--- src/rtl/clkset_sequencer_if.sv ---
// rtl/clkset_sequencer_if.sv - cfg/reset bundle between core cfg, sequencer and clock generator
// The pll_locked signal exists only when CLKSET_LOCK_EN is defined.
interface clkset_sequencer_if;
    logic [7:0] cfg_in;
`ifdef CLKSET_LOCK_EN
    logic       pll_locked;
`endif
    logic [6:0] cfg_out;
    logic       core_nres;
    logic       busy;

`ifdef CLKSET_LOCK_EN
    modport slave (
        input  cfg_in,
        input  pll_locked,
        output cfg_out,
        output core_nres,
        output busy
    );

    modport master (
        output cfg_in,
        output pll_locked,
        input  cfg_out,
        input  core_nres,
        input  busy
    );
`else
    modport slave (
        input  cfg_in,
        output cfg_out,
        output core_nres,
        output busy
    );

    modport master (
        output cfg_in,
        input  cfg_out,
        input  core_nres,
        input  busy
    );
`endif
endinterface

--- src/rtl/clkset_sequencer.sv ---
// rtl/clkset_sequencer.sv - glitch-safe clock-mode and core-reset sequencer
// CLKSET_LOCK_EN: PLLWAIT also exits early on a synchronized pll_locked.
module clkset_sequencer #(
    parameter int RESET_CYCLES    = 16,
    parameter int PLL_LOCK_CYCLES = 1_600_000,
    parameter int CNT_W           = 24
) (
    input  logic              clock_160,
    input  logic              nres,
    clkset_sequencer_if.slave bus
);

    typedef enum logic [1:0] {
        HOLD    = 2'd0,
        IDLE    = 2'd1,
        SWRST   = 2'd2,
        PLLWAIT = 2'd3
    } state_t;

    localparam logic [CNT_W-1:0] RESET_LOAD = CNT_W'(RESET_CYCLES - 1);
    localparam logic [CNT_W-1:0] PLL_LOAD   = CNT_W'(PLL_LOCK_CYCLES - 1);
    localparam logic [CNT_W-1:0] CNT_ONE    = CNT_W'(1);

    state_t           state_q, state_d;
    logic [CNT_W-1:0] cnt_q, cnt_d;
    logic [7:0]       sync1_q, sync1_d;
    logic [7:0]       sync2_q, sync2_d;
    logic [7:0]       cfg_s_q, cfg_s_d;
    logic [6:0]       cfg_out_q, cfg_out_d;
    logic             core_nres_q, core_nres_d;
    logic             busy_q, busy_d;
    logic             pll_done;

`ifdef CLKSET_LOCK_EN
    logic lock1_q, lock1_d;
    logic lock2_q, lock2_d;

    always_comb begin
        lock1_d  = bus.pll_locked;
        lock2_d  = lock1_q;
        pll_done = (cnt_q == '0) || lock2_q;
    end

    always_ff @(posedge clock_160) begin
        if (!nres) begin
            lock1_q <= 1'b0;
            lock2_q <= 1'b0;
        end else begin
            lock1_q <= lock1_d;
            lock2_q <= lock2_d;
        end
    end
`else
    always_comb begin
        pll_done = (cnt_q == '0);
    end
`endif

    always_comb begin
        sync1_d = bus.cfg_in;
        sync2_d = sync1_q;
        // Accept a synchronized value only once it has been seen on two consecutive cycles.
        cfg_s_d = (sync1_q == sync2_q) ? sync2_q : cfg_s_q;

        state_d     = state_q;
        cnt_d       = cnt_q;
        cfg_out_d   = cfg_out_q;
        core_nres_d = core_nres_q;

        case (state_q)
            HOLD, SWRST: begin
                core_nres_d = 1'b0;
                if (cnt_q == '0) begin
                    state_d     = IDLE;
                    core_nres_d = 1'b1;
                end else begin
                    cnt_d = cnt_q - CNT_ONE;
                end
            end
            IDLE: begin
                if (cfg_s_q[7]) begin
                    state_d     = SWRST;
                    cfg_out_d   = cfg_s_q[6:0];
                    core_nres_d = 1'b0;
                    cnt_d       = RESET_LOAD;
                end else if (cfg_s_q[6] && !cfg_out_q[6] && (cfg_s_q[2:0] >= 3'd3)) begin
                    // Enable the PLL now but keep the old CLKSEL until it has settled.
                    state_d   = PLLWAIT;
                    cfg_out_d = {cfg_s_q[6:3], cfg_out_q[2:0]};
                    cnt_d     = PLL_LOAD;
                end else begin
                    cfg_out_d = cfg_s_q[6:0];
                end
            end
            PLLWAIT: begin
                if (cfg_s_q[7]) begin
                    state_d     = SWRST;
                    cfg_out_d   = cfg_s_q[6:0];
                    core_nres_d = 1'b0;
                    cnt_d       = RESET_LOAD;
                end else if (pll_done) begin
                    state_d   = IDLE;
                    cfg_out_d = {cfg_out_q[6:3], cfg_s_q[2:0]};
                end else begin
                    cnt_d = cnt_q - CNT_ONE;
                end
            end
            default: begin
                state_d = HOLD;
            end
        endcase

        busy_d = (state_d != IDLE);
    end

    always_ff @(posedge clock_160) begin
        if (!nres) begin
            state_q     <= HOLD;
            cnt_q       <= RESET_LOAD;
            sync1_q     <= '0;
            sync2_q     <= '0;
            cfg_s_q     <= '0;
            cfg_out_q   <= '0;
            core_nres_q <= 1'b0;
            busy_q      <= 1'b1;
        end else begin
            state_q     <= state_d;
            cnt_q       <= cnt_d;
            sync1_q     <= sync1_d;
            sync2_q     <= sync2_d;
            cfg_s_q     <= cfg_s_d;
            cfg_out_q   <= cfg_out_d;
            core_nres_q <= core_nres_d;
            busy_q      <= busy_d;
        end
    end

    assign bus.cfg_out   = cfg_out_q;
    assign bus.core_nres = core_nres_q;
    assign bus.busy      = busy_q;

endmodule

--- src/flat_wrapper.sv ---
// flat-port wrapper written by rule: the top's interface ports become plain ports
module clkset_sequencer_flat 
#(
    parameter int RESET_CYCLES    = 16,
    parameter int PLL_LOCK_CYCLES = 1_600_000,
    parameter int CNT_W           = 24
)
  (clock_160, nres, bus_cfg_in, bus_cfg_out, bus_core_nres, bus_busy);
  clkset_sequencer_if bus_i ();
  input  logic clock_160;
  input  logic nres;
  input wire logic [$bits(bus_i.cfg_in)-1:0] bus_cfg_in;
  output wire logic [$bits(bus_i.cfg_out)-1:0] bus_cfg_out;
  output wire logic [$bits(bus_i.core_nres)-1:0] bus_core_nres;
  output wire logic [$bits(bus_i.busy)-1:0] bus_busy;
  assign bus_i.cfg_in = bus_cfg_in;
  assign bus_cfg_out = bus_i.cfg_out;
  assign bus_core_nres = bus_i.core_nres;
  assign bus_busy = bus_i.busy;
  clkset_sequencer #(.RESET_CYCLES(RESET_CYCLES), .PLL_LOCK_CYCLES(PLL_LOCK_CYCLES), .CNT_W(CNT_W)) u_core (.clock_160(clock_160), .nres(nres), .bus(bus_i));
endmodule
--- config.mk ---
export PLATFORM = sky130hd
export DESIGN_NAME = clkset_sequencer_flat
export DESIGN_NICKNAME = d
export VERILOG_FILES = /design/src/rtl/clkset_sequencer_if.sv /design/src/rtl/clkset_sequencer.sv /design/src/flat_wrapper.sv
export SDC_FILE = /design/constraint.sdc
export NUM_CORES = 1
export LEC_CHECK = 0
export CORE_ASPECT_RATIO = 1.25
export CORE_MARGIN = 8
export CORE_UTILIZATION = 45
export CTS_CLUSTER_SIZE = 28
export DETAILED_ROUTE_END_ITERATION = 16
export PLACE_DENSITY = 0.65
export SYNTH_ARGS = -nofsm -noshare
export SYNTH_HDL_FRONTEND = slang
export SYNTH_SLANG_ARGS = --single-unit
export TNS_END_PERCENT = 10
--- constraint.sdc ---
create_clock -name clock_160 -period 4.3 [get_ports clock_160]
set_clock_uncertainty 0.15 [all_clocks]
set_input_delay 0.43 -clock clock_160 [delete_from_list [all_inputs] [get_ports clock_160]]
set_output_delay 0.43 -clock clock_160 [all_outputs]
set_load 0.01 [all_outputs]
==> results by group <==
Route
  – 1st-iter DRT viols: approximately 150
  – First-pass detailed-route iteration total: 4
  – DR WL/cell: ~15 um
  – Final WL: 6.37 mm
  – Highest routed layer: met4
  – Vias per cell: roughly 5.6
  – DRC: 0
  – DRT antenna net count: 0
  – DR vias: roughly 2400
  – Metal2 WL: between 3 and 4 mm
  – Met1 wire length: 2.66 mm
  – Met3 WL: roughly 230 um

CTS
  – CTS Buf Count: 9
  – Root Buffer: clkbuf_8
  – Clock buffer depth: 2
  – CTS HTree Levels: 3
  – Clk_lat worst skew: 0.35 ns
  – CTS tree: done
  – Clock transition at path regs: approximately 0.070 ns
  – Cts hold-fix bufs: 0
  – Post-CTS Resized: 0
  – Post-CTS Setup Inserts: 0
  – Num Clock Sinks: around 60

Timing
  – Fin crit share: 63.3%
  – Max Slew Vio Count: 0
  – Worst-Margin Slew: 0.861 ns
  – Final critical-path required period: 2.72 ns
  – Slew HR: between 40% and 50%
  – Fmax: 0.367 GHz
  – Final setup viols: 0
  – RSZ-0062 raised after global routing: false
  – Fin. Hold Viols: 0
  – Setup TNS: 0 ns

Place
  – Post-place instance area: around 3000 um^2
  – GP Congestion: approximately 0.84
  – Hpwl dp: ~4.7 mm
  – Port Buffers: 18
  – Placed cells: ~400

Setup path
  – CP required: 4.40 ns
  – CP Launch Type: primary input
  – Setup CP Type: primary input to flip-flop
  – Worst path top cell family by delay: compound AO/OA/AOI/OAI gates
  – Worst Setup End Kind: flip-flop
  – Critical-path cell list: clkdlybuf4s50_1 -> buf_4 -> clkinv_1 -> a21oi_1 -> o311ai_0 -> o41ai_1
  – Crit-path max cell delay: slightly above 0.8 ns
  – Bufs and invs on worst path: 3
  – Critical Path AT: about 2.8 ns
  – CP max-delay cell: a21oi_1
  – CP Max Fanout: 29

Final layout
  – Final Util: between 50 and 60%
  – # diodes: 0
  – Fin cells: around 420
  – Multi-input logic area: about 1500 um^2
  – Final instance area: about 3200 um^2
  – Share of layout cells above drive strength 1: between 10 and 15%
  – Commonest non-fill, non-tap cells in the layout: 59 x dfxtp_1, 51 x nand2_1, 26 x a21oi_1
  – Nets: 340
  – P&R area growth vs syn: 16.6%
  – Most common cell after layout, fill and taps aside: dfxtp_1
  – Fill count: between 500 and 600
  – Register Area: 1180 um^2

Logic synthesis
  – Post-synth ARST share: 0%
  – Post-Synthesis Cells: 309
  – Mean Syn Cell Area: between 8 and 9 um^2
  – Cell Area, Synth: between 2000 and 3000 um^2
  – Number of synthesized register bits: 59
  – Yosys cell types: 57
  – Post-synth EDFFs: 0
  – Synth area leaders: dfxtp_1 43%, nand2_1 6.9%, a21oi_1 4.7%
  – Top_reg_cell synth: dfxtp_1
  – Synthesized Nets: approximately 320
  – Cell taking the most area after synthesis: dfxtp_1
  – Sequential area share after synthesis: 42.6%
  – Yosys warning total: 0
  – Top cell type's share of synthesized area: between 40 and 50%

Die
  – Ports: 19
  – Starting Density: between 40% and 50%
  – Area of the die: 8940 um^2
  – Site row count: 32
  – Die Ht: 104 um
  – DIE WIDTH: between 80 and 90 um
  – Core area: 6050 um^2

Global route
  – Grt ovf: 0
  – First-pass GRT wire length: around 11 mm
  – Initial antenna violation count: 0
  – Total GRT Usage: between 10% and 20%
  – Largest net degree at the start of global routing: 30
  – Vias in the first global route: roughly 2300

Pwr
  – Pwr/cell area: roughly 370 nW/um^2
  – Max IR drop VDD: 0.238 mV
  – Leak: 1.15 nW
  – Power, Total: 1.18 mW

Flow run
  – Maxcap violations: 0

Hold path
  – Worst hold path type: flip-flop to flip-flop

Status
  – Status: completed
logic make-up (layout without fill, tap and decap cells):
group,after synthesis,count (layout),synth area share (%)
AO/OA/AOI/OAI,69,69,16.9
adder cells (fa/ha/maj),2,2,0.903
XOR/XNOR,9,9,2.84
AND/OR/NAND/NOR,146,146,31.9
multiplexers,4,4,1.44
flip-flops,59,59,42.6
buffers and inverters,20,44,3.39
layer usage:
metal | vias to the layer above | track usage [%]
met5 | - | 0
met3 | 22 | 3.32
met1 | 1121 | 15.9
met2 | 54 | 25.6
met4 | 0 | 10.4
li1 | 1163 | -
through the flow:
stage	hold WS (ns)	worst slack, ns
2_1_floorplan	0.282	2.14
3_3_place_gp	0.291	1.27
3_5_place_dp	0.298	1.24
4_1_cts	0.309	1.57
5_1_grt	0.329	1.34
6_report	0.303	1.58
worst paths after layout:
check,start,slack [ns],cells past startpoint,end
max reg2reg,u_core.cnt_q[0],1.63,7,u_core.cnt_q[9]
max,nres,1.58,6,u_core.cnt_q[16]
min reg2reg,u_core.bus.core_nres,0.30,2,u_core.bus.core_nres
min,u_core.bus.core_nres,0.30,2,u_core.bus.core_nres
synthesized netlist by cell type, types with 3 or more instances:
master     n
o21ai_0    7
mux2i_1    4
buf_2      3
clkbuf_1   6
xor2_1     7
inv_1      8
or4_1      5
o311ai_0   4
nor3_1     5
a21oi_1   26
and2_1    17
o41ai_1    3
nand4_1    5
or3_1      5
nand3_1   11
nand2b_1   7
o211ai_1   6
nand2_1   51
nor2_1    11
nor4_4     3
dfxtp_1   59
nor4_1     8
report_power, final:
| part | switching, mW | internal [mW] |
|---|---|---|
| Clock | 0.240 | 0.330 |
| Sequential | 0.00846 | 0.556 |
| Combinational | 0.0271 | 0.0218 |
| Total | 0.276 | 0.908 |
layout make-up:
type,instances,share of cell area (%)
inverter,9,1.05
sequential,59,36.6
multi-input combinational,230,46.3
timing repair buffer,19,5.81
clock buffer,9,3.83
clock inverter,7,3.14
tap,85,3.29
worst reg2reg max path, stage by stage, from the launching register on:
cell     delay [ns]
dfxtp_1        0.33
inv_1          0.11
ha_1           0.16
or4b_4         0.50
nor4_4         0.27
and4b_1        0.64
nor4_1         0.13
a211o_1        0.28
sequential cells by signal, summed over array words and instances (netlist names):
| signal | cells |
|---|---|
| u_core.bus.busy | 1 |
| u_core.bus.cfg_out | 7 |
| u_core.bus.core_nres | 1 |
| u_core.cfg_s_q | 8 |
| u_core.cnt_q | 24 |
| u_core.state_q | 2 |
| u_core.sync1_q | 8 |
| u_core.sync2_q | 8 |
(Power assumes the default switching activity.)
